===== config.mk =====
export PLATFORM = sky130hd
export DESIGN_NAME = mips_mc_ctrl
export DESIGN_NICKNAME = d
export VERILOG_FILES = /design/src/rtl/mips_pkg.sv /design/src/rtl/mips_ctrl_dec.sv /design/src/rtl/mips_mc_ctrl.sv
export SDC_FILE = /design/constraint.sdc
export NUM_CORES = 1
export LEC_CHECK = 0
export ABC_CLOCK_PERIOD_IN_PS = 4400
export CAP_MARGIN = 20
export CORE_ASPECT_RATIO = 0.8
export CORE_UTILIZATION = 47
export CTS_CLUSTER_DIAMETER = 40
export CTS_CLUSTER_SIZE = 14
export DETAILED_ROUTE_END_ITERATION = 6
export GPL_ROUTABILITY_DRIVEN = 0
export HOLD_SLACK_MARGIN = 0.15
export PLACE_DENSITY = 0.81
export SYNTH_ARGS = -nofsm -noshare
export SYNTH_HDL_FRONTEND = slang
export SYNTH_HIERARCHICAL = 1
export SYNTH_SLANG_ARGS = --single-unit

===== constraint.sdc =====
create_clock -name clk -period 4.4 [get_ports clk]
set_clock_uncertainty 0.05 [all_clocks]
set_input_delay 0.88 -clock clk [delete_from_list [all_inputs] [get_ports clk]]
set_output_delay 0.88 -clock clk [all_outputs]
set_load 0.01 [all_outputs]

===== src/rtl/mips_pkg.sv =====
// Shared encodings for the multi-cycle MIPS control unit: opcodes, functs, FSM states,
// instruction classes and datapath select codes.
package mips_pkg;

  localparam int unsigned OP_W = 6;
  localparam int unsigned FN_W = 6;
  localparam int unsigned SEL_W = 2;

  localparam logic [OP_W-1:0] OP_RTYPE = 6'b000000;
  localparam logic [OP_W-1:0] OP_ORI   = 6'b001101;
  localparam logic [OP_W-1:0] OP_LUI   = 6'b001111;
  localparam logic [OP_W-1:0] OP_LW    = 6'b100011;
  localparam logic [OP_W-1:0] OP_SW    = 6'b101011;
  localparam logic [OP_W-1:0] OP_BEQ   = 6'b000100;
  localparam logic [OP_W-1:0] OP_J     = 6'b000010;

  localparam logic [FN_W-1:0] FN_ADDU = 6'b100001;
  localparam logic [FN_W-1:0] FN_SUBU = 6'b100011;

  localparam logic [SEL_W-1:0] ALU_ADD = 2'b00;
  localparam logic [SEL_W-1:0] ALU_SUB = 2'b01;
  localparam logic [SEL_W-1:0] ALU_OR  = 2'b10;

  localparam logic [SEL_W-1:0] EXT_ZERO = 2'b00;
  localparam logic [SEL_W-1:0] EXT_SIGN = 2'b01;
  localparam logic [SEL_W-1:0] EXT_LUI  = 2'b10;

  localparam logic [SEL_W-1:0] NPC_SEQ = 2'b00;
  localparam logic [SEL_W-1:0] NPC_BR  = 2'b01;
  localparam logic [SEL_W-1:0] NPC_J   = 2'b10;

  typedef enum logic [2:0] {
    S_IF   = 3'd0,
    S_ID   = 3'd1,
    S_EXE  = 3'd2,
    S_MEM  = 3'd3,
    S_WB   = 3'd4,
    S_HALT = 3'd5
  } state_t;

  typedef enum logic [3:0] {
    C_ADDU = 4'd0,
    C_SUBU = 4'd1,
    C_ORI  = 4'd2,
    C_LUI  = 4'd3,
    C_LW   = 4'd4,
    C_SW   = 4'd5,
    C_BEQ  = 4'd6,
    C_J    = 4'd7,
    C_ILL  = 4'd8
  } iclass_t;

endpackage


===== src/rtl/mips_ctrl_dec.sv =====
// Combinational opcode/funct decoder producing the instruction class.
module mips_ctrl_dec
  import mips_pkg::*;
(
  input  logic [OP_W-1:0] op,
  input  logic [FN_W-1:0] funct,
  output iclass_t         iclass_c
);

  always_comb begin
    iclass_c = C_ILL;
    case (op)
      OP_RTYPE: begin
        if (funct == FN_ADDU)      iclass_c = C_ADDU;
        else if (funct == FN_SUBU) iclass_c = C_SUBU;
      end
      OP_ORI:  iclass_c = C_ORI;
      OP_LUI:  iclass_c = C_LUI;
      OP_LW:   iclass_c = C_LW;
      OP_SW:   iclass_c = C_SW;
      OP_BEQ:  iclass_c = C_BEQ;
      OP_J:    iclass_c = C_J;
      default: iclass_c = C_ILL;
    endcase
  end

endmodule


===== src/rtl/mips_mc_ctrl.sv =====
// Multi-cycle IF/ID/EXE/MEM/WB control unit with retired-instruction counter.
// Optional MIPS_CTRL_TRAP_EN: illegal instructions halt the unit and raise 'illegal'.
module mips_mc_ctrl
  import mips_pkg::*;
#(
  parameter int unsigned CNT_W = 32
) (
  input  logic             clk,
  input  logic             rst,
  input  logic [31:0]      Instruction,
  input  logic             zero,
  output logic             RegDst,
  output logic             RegWr,
  output logic [1:0]       ExtOp,
  output logic [1:0]       nPC_sel,
  output logic [1:0]       ALUctr,
  output logic             MemtoReg,
  output logic             MemWr,
  output logic             ALUSrc,
  output logic             j_sel,
  output logic             pc_wr,
  output logic             ir_wr,
`ifdef MIPS_CTRL_TRAP_EN
  output logic             illegal,
`endif
  output logic [CNT_W-1:0] instr_cnt
);

  state_t          state, state_nxt;
  logic [OP_W-1:0] op_q;
  logic [FN_W-1:0] funct_q;
  logic [OP_W-1:0] dec_op;
  logic [FN_W-1:0] dec_funct;
  iclass_t         iclass;
  logic            dp_active;
  logic            unused_bits;

  assign unused_bits = ^Instruction[25:6];

  // In ID the IR is fresh but not yet latched, so decode it directly.
  assign dec_op    = (state == S_ID) ? Instruction[31:26] : op_q;
  assign dec_funct = (state == S_ID) ? Instruction[5:0]   : funct_q;
  assign dp_active = (state == S_EXE) || (state == S_MEM) || (state == S_WB);

  mips_ctrl_dec u_dec (
    .op       (dec_op),
    .funct    (dec_funct),
    .iclass_c (iclass)
  );

  always_ff @(posedge clk or posedge rst) begin
    if (rst) begin
      state   <= S_IF;
      op_q    <= '0;
      funct_q <= '0;
    end else begin
      state <= state_nxt;
      if (state == S_ID) begin
        op_q    <= Instruction[31:26];
        funct_q <= Instruction[5:0];
      end
    end
  end

  // Every instruction retires on its single pc_wr cycle.
  always_ff @(posedge clk or posedge rst) begin
    if (rst)        instr_cnt <= '0;
    else if (pc_wr) instr_cnt <= instr_cnt + CNT_W'(1);
  end

  always_comb begin
    state_nxt = state;
    RegDst    = 1'b0;
    RegWr     = 1'b0;
    ExtOp     = EXT_ZERO;
    nPC_sel   = NPC_SEQ;
    ALUctr    = ALU_ADD;
    MemtoReg  = 1'b0;
    MemWr     = 1'b0;
    ALUSrc    = 1'b0;
    j_sel     = 1'b0;
    pc_wr     = 1'b0;
    ir_wr     = 1'b0;
`ifdef MIPS_CTRL_TRAP_EN
    illegal   = 1'b0;
`endif

    // Datapath selects held constant across EXE..WB of the latched instruction.
    if (dp_active) begin
      case (iclass)
        C_ADDU: RegDst = 1'b1;
        C_SUBU: begin
          RegDst = 1'b1;
          ALUctr = ALU_SUB;
        end
        C_ORI: begin
          ALUctr = ALU_OR;
          ALUSrc = 1'b1;
        end
        C_LUI: begin
          ALUctr = ALU_OR;
          ExtOp  = EXT_LUI;
          ALUSrc = 1'b1;
        end
        C_LW: begin
          ExtOp    = EXT_SIGN;
          ALUSrc   = 1'b1;
          MemtoReg = 1'b1;
        end
        C_SW: begin
          ExtOp  = EXT_SIGN;
          ALUSrc = 1'b1;
        end
        C_BEQ: begin
          ALUctr = ALU_SUB;
          ExtOp  = EXT_SIGN;
        end
        default: ;
      endcase
    end

    case (state)
      S_IF: begin
        ir_wr     = 1'b1;
        state_nxt = S_ID;
      end
      S_ID: begin
        case (iclass)
          C_J: begin
            pc_wr     = 1'b1;
            nPC_sel   = NPC_J;
            j_sel     = 1'b1;
            state_nxt = S_IF;
          end
          C_ILL: begin
`ifdef MIPS_CTRL_TRAP_EN
            state_nxt = S_HALT;
`else
            pc_wr     = 1'b1;
            state_nxt = S_IF;
`endif
          end
          default: state_nxt = S_EXE;
        endcase
      end
      S_EXE: begin
        case (iclass)
          C_BEQ: begin
            pc_wr     = 1'b1;
            nPC_sel   = zero ? NPC_BR : NPC_SEQ;
            state_nxt = S_IF;
          end
          C_LW, C_SW: state_nxt = S_MEM;
          default:    state_nxt = S_WB;
        endcase
      end
      S_MEM: begin
        if (iclass == C_SW) begin
          MemWr     = 1'b1;
          pc_wr     = 1'b1;
          state_nxt = S_IF;
        end else begin
          state_nxt = S_WB;
        end
      end
      S_WB: begin
        RegWr     = 1'b1;
        pc_wr     = 1'b1;
        state_nxt = S_IF;
      end
      S_HALT: begin
`ifdef MIPS_CTRL_TRAP_EN
        illegal   = 1'b1;
        state_nxt = S_HALT;
`else
        state_nxt = S_IF;
`endif
      end
      default: state_nxt = S_IF;
    endcase
  end

endmodule

==> impl_metrics.ini, run 1 <==
[synthesis]
synth_top_family_by_area = simple AND/OR/NAND/NOR gates
yosysSeqAreaShare_pct = 46.1
synth_ff_type = dfrtp_1
synth_cell_types = 49
synth-simple-area-share_pct = 27.3
synth_fp_nets = 275
synth_mux_area_share_pct = 5.29
avgSynthCellArea_sq_um = 10.7
synth_compound_area_share_pct = 6.42
yosys_register_bits = 47
synth_edf_count = 0
synthArstFlopShare_pct = 100
synth_xor_area_share_pct = 11.7
synth_warnings = 6
synth_area_sq_um = 2550
syn_inst = 239
synth_fa_ha_area_share_pct = 0.490

[global_routing]
grt_max_degree = 48
grt_pass1_vias = 2106
grt_use_total_pct = 22.6
antenna_found_initial = 0
grt_pass1_wl_um = 10100
overflow = 0

[cells_and_area]
drive_gt1_share_pct = 21.2
num-fill-cells = 391
mostFrequentLayoutCells = clkdlybuf4s50_1 (48), dfrtp_1 (47), nand2_1 (22), buf_4 (22), xor2_1 (21)
fin_cells = 383
utilization_pct = 69.3
diodes = 0
syn_to_final_growth_pct = 39.0
nets = 356
final_common_cell = clkdlybuf4s50_1

[setup_path]
reg2reg_from = state[1]
rrSetupSlack_ns = 0.81
worstSetupPathType = in2out
worst_path_max_delay_cell = clkdlybuf4s50_1
worstPathCellList = clkdlybuf4s50_1 -> mux2_2 -> nor4b_4 -> nand2_1 -> a221o_1 -> buf_4 -> nand2b_2 -> nor3b_1 -> and3_1 -> dlygate4sd2_1
end_kind = primary output
path_max_fanout = 5
r2r-end = instr_cnt[31]
critical_path_arrival_ns = 3.37
max_stage_delay_ns = 0.40
setup.worst_path.start_class = input port
cp_data_required_time_ns = 3.47
reg2regPathDepth = 13

[timing]
fin_crit_ns = 4.30
period_share_pct = 97.8
worst_pin_slew_ns = 0.623
finalMaxSlewViolations = 0
rsz0062_at_grt = yes
hold_viol_final = 0
max_freq_mhz = 232
max_slew_margin_pct = 58.5
setup_viol = 0

[power_and_ir_drop]
p_per_area_nw_per_um2 = 539
pwr-share-comb_pct = 50.1
seqPwrFrac_pct = 30.5
power_frac_clock_pct = 19.4
p_sw_share_pct = 37.2
vdd_ir_drop_max_v = 0.000333
p_sw_mw = 0.711
internal_power_mw = 1.20
leakagePower_nw = 1.41

[drt]
remaining_drc_errors = 8
wl_met3_um = 283
dr.pass1.iters = 7
wl_met1_um = 2900
num_vias = 2165
antenna_left = 0
wl_per_cell_um = 16.0
vias_per_cell = 5.65
dr_wl_met2_um = 2920
maxUsedRoutingLayer = met4
drt_wl_total_um = 6140
drt_iter0_drc = 142

[worst_hold_path]
min_from = instr_cnt[31]
hold_path_class = reg2reg
holdPathStages = 1
min_to = instr_cnt[31]

[clock_network]
cts.sinks = 47
cts_hold_buf = 0
clock_latency_ns = 0.30
clk_pin_slew_ns = 0.08
cts_tree = done
cts_max_level = 2
clock_path_buffers = 2
cts_inserted_buffers = 5
clockRootBuffer = clkbuf_8

[flow_run]
max_cap_viol_count = 0

[placed_design]
dp.cells = 372
hpwl_um = 4160
portBuffers = 60

[die]
die_h_um = 67.9
rows = 23
core_sq_um = 5120
initial_core_util_pct = 49.9
die_area_sq_um = 5730
die_w_um = 84.4
ios = 81

[status]
violations = DRC
status = finished with violations
## routing by layer
| layer | vias to the layer above | global-route usage [%] |
|---|---|---|
| li1 | 1025 | - |
| met1 | 1081 | 30.1 |
| met2 | 55 | 38.9 |
| met3 | 4 | 3.86 |
| met4 | 0 | 5.93 |
| met5 | - | 0 |
## power by group through the flow
stage	Sequential, mW	Combinational (mW)	Clock, mW
2_1_floorplan	0.598	0.565	0
3_3_place_gp	0.584	0.856	0
3_5_place_dp	0.591	0.882	0
4_1_cts	0.583	0.919	0.377
5_1_grt	0.594	1.04	0.394
6_report	0.584	0.958	0.371
## registers in the layout (all words and copies together), names as in the netlist
name       flops
state          3
funct_q        6
op_q           6
instr_cnt     32
## what timing repair did
action	in CTS	in global routing
cloned	0	0
setup endpoints to repair	12	7
pin swaps	3	3
resized for setup	18	6
setup buffers	0	2
## critical path: cells and delay by family
kind            cells  cell delay [ns]
mux                 1             0.30
buf+inv             3             0.82
simple gates        5             1.00
compound gates      1             0.37
## layout make-up
cell class                      instances  area, sq um  area share (%)
Tap cell                               62         77.6            2.19
Multi-Input combinational cell        178         1370            38.5
Clock buffer                            6         72.6            2.05
Timing Repair Buffer                   83          778            21.9
Clock inverter                          2         60.1            1.69
Sequential cell                        47         1180            33.1
Inverter                                5         18.8           0.529
## metrics by stage
step                setup TNS, ns  hold WS [ns]  setup slack, ns  power, mW  area (sq um)
detailed placement          -1.19         0.427           -0.226       1.47          3330
finish                          0         0.434           0.0987       1.91          3550
CTS                             0         0.441           0.0263       1.88          3490
floorplan                       0         0.415            0.318       1.16          2550
global route              -0.0132         0.448         -0.00857       2.03          3550
global placement           -0.731         0.409           -0.135       1.44          3330
## cells in the mapped netlist (5+ instances only)
| cell | n | share of area (%) |
|---|---|---|
| dfrtp_1 | 47 | 46 |
| nand2_1 | 22 | 3.2 |
| xor2_1 | 21 | 7.2 |
| nor2_1 | 16 | 2.4 |
| nand4_1 | 13 | 3.2 |
| xnor2_1 | 13 | 4.5 |
| mux2_2 | 12 | 5.3 |
| nor3_1 | 12 | 2.4 |
| nor4_1 | 6 | 1.5 |
| and4_1 | 5 | 1.7 |
| nand3_1 | 5 | 0.98 |
## logic make-up after synthesis
kind of cell | Yosys count
muxes | 12
DFF | 47
buffers and inverters | 14
AOI/OAI and AO/OA | 17
and+or+nand+nor | 114
xor gates and xnor gates | 34
adders and majority gates | 1
## worst max-delay path by stage
| stage | from | endpoint | cells after the start | slack, ns |
|---|---|---|---|---|
| after global routing | Instruction[3] | MemtoReg | 9 | -0.009 |
| after detailed placement | Instruction[3] | MemWr | 10 | -0.23 |
| after global placement | Instruction[3] | MemWr | 10 | -0.13 |
| after floorplan | state[1] | pc_wr | 13 | 0.32 |
| final | Instruction[3] | nPC_sel[0] | 10 | 0.1 |
| after CTS | Instruction[3] | ExtOp[0] | 11 | 0.03 |
Note: power is estimated with default switching activity, not from simulation.
==> inputs of run 2 (changes only) <==
Settings changed: CORE_ASPECT_RATIO 0.8 to 1.2.
==> impl_metrics.ini, run 2 (synthesized netlist as in run 1, its figures left out) <==
[timing]
tns_ns = 0
fin_hold_ws_ns = 0.428
setup_viol = 0
fin_crit_ns = 4.23
period_share_pct = 96.1
max_slew_margin_pct = 59.0
finalMaxSlewViolations = 0
hold_viol_final = 0
max_freq_mhz = 236
rsz0062_at_grt = no
worst_pin_slew_ns = 0.615

[setup_path]
startpoint = Instruction[3]
critical_path_arrival_ns = 3.30
worstPathCellList = clkdlybuf4s50_1 -> mux2_2 -> nor4b_2 -> nand2_1 -> a221o_1 -> buf_4 -> or3_1 -> nor2_1 -> dlygate4sd2_1
reg2reg_from = state[2]
worstSetupPathType = in2out
worst_path_max_delay_cell = a221o_1
path_max_fanout = 4
setup.worst_path.start_class = input port
end_kind = primary output
max_stage_delay_ns = 0.42
cp_data_required_time_ns = 3.47

[drt]
antenna_left = 0
dr.pass1.iters = 6
vias_per_cell = 5.42
wl_per_cell_um = 15.2
drt_wl_total_um = 5930
num_vias = 2110
drt_iter0_drc = 103
remaining_drc_errors = 0

[worst_hold_path]
hold_path_class = reg2reg
min_from = instr_cnt[31]

[cells_and_area]
largest_register_ff_count = 32
drive_gt1_share_pct = 22.6
final_common_cell = clkdlybuf4s50_1
syn_to_final_growth_pct = 40.1
nets = 362
utilization_pct = 68.0
top_regs = instr_cnt: 32 flops, funct_q: 6 flops, op_q: 6 flops
num-fill-cells = 413
design_area_sq_um = 3580
mostFrequentLayoutCells = clkdlybuf4s50_1 (49), dfrtp_1 (47), buf_4 (27)
largest_register = instr_cnt
diodes = 0

[power_and_ir_drop]
leakagePower_nw = 1.49
power_mw = 1.85
p_per_area_nw_per_um2 = 517
vdd_ir_drop_max_v = 0.000475

[clock_network]
clock_path_buffers = 2
clock_latency_ns = 0.30
clk_pin_slew_ns = 0.09
cts_inserted_buffers = 5
clockRootBuffer = clkbuf_8
cts_tree = done
cts.sinks = 47
cts_max_level = 2

[die]
rows = 29
initial_core_util_pct = 48.5
die_w_um = 69.3
die_h_um = 82.7
ios = 81
core_sq_um = 5260
die_area_sq_um = 5730

[placed_design]
hpwl_um = 4060
portBuffers = 60
place_area_sq_um = 3340

[global_routing]
overflow = 0
grt_max_degree = 48
grt_pass1_wl_um = 9580
grt_use_total_pct = 21.5
antenna_found_initial = 0
grt_pass1_vias = 2026

[status]
status = completed

[flow_run]
max_cap_viol_count = 0
==> run 2: cell count changes in the layout (fill, tap and decap cells not counted), sizes merged <==
| cell | before | now |
|---|---|---|
| buf | 23 | 29 |
| bufinv | 2 | 0 |
| clkbuf | 6 | 8 |
| clkdlybuf4s15 | 0 | 1 |
| clkdlybuf4s50 | 48 | 49 |
| clkinv | 0 | 1 |
| dlygate4sd2 | 10 | 2 |
| dlymetal6s2s | 2 | 7 |
==> run 2: layer usage <==
| layer | vias to the layer above | part of all wire, % | routed length, um | GRT usage (%) |
|---|---|---|---|---|
| met4 | 0 | 1.6 | 92 | 8.57 |
| li1 | 1032 | - | - | - |
| met2 | 49 | 51 | 3030 | 38.6 |
| met5 | - | 0 | 0 | 0 |
| met1 | 1021 | 44 | 2580 | 25.7 |
| met3 | 8 | 3.8 | 226 | 4.00 |
==> run 2: critical path, delay by kind of cell <==
family	cells	cell delay (ns)
AND/OR/NAND/NOR	4	0.88
buffers and inverters	3	0.83
multiplexers	1	0.28
AO/OA/AOI/OAI	1	0.42
==> run 2: cell type report <==
type,count,area [sq um],area share [%]
multi-input combinational,178,1360,38.1
sequential,47,1180,32.9
timing repair buffer,89,848,23.7
clock buffer,7,86.3,2.41
tap,62,77.6,2.17
inverter,5,18.8,0.525
clock inverter,1,8.76,0.245
==> run 2: path summary, 6_finish.rpt <==
kind,end,slack (ns),cells after the start
min in group asynchronous,funct_q[5],0.72,2
worst max register to register,instr_cnt[15],0.77,14
worst min-delay path,instr_cnt[31],0.43,1
max in group asynchronous,state[2],3.15,3
worst min register to register,instr_cnt[31],0.43,1
worst max-delay path,ExtOp[1],0.17,9
==> run 2: per-stage QoR <==
| step | instances | setup WS, ns |
|---|---|---|
| final | 389 | 0.171 |
| after global routing | 389 | 0.0349 |
| after CTS | 381 | -0.000852 |
| after detailed placement | 373 | -0.146 |
| after global placement | 373 | -0.151 |
| after floorplan | 239 | 0.318 |
==> run 2: what timing repair did <==
action / in CTS / in global routing
resized for setup: 8 / 18
endpoints found under the hold margin: 0 / 0
setup endpoints to repair: 8 / 10
hold buffers: 0 / 0
pin swaps: 1 / 4
buffers inserted: 0 / 7
==> run 2: report_power, final <==
group	internal [mW]	leakage (nW)	switching, mW	total [mW]
registers	0.527	0.526	0.0570	0.584
clock network	0.129	0.0484	0.150	0.279
logic	0.478	0.918	0.509	0.987
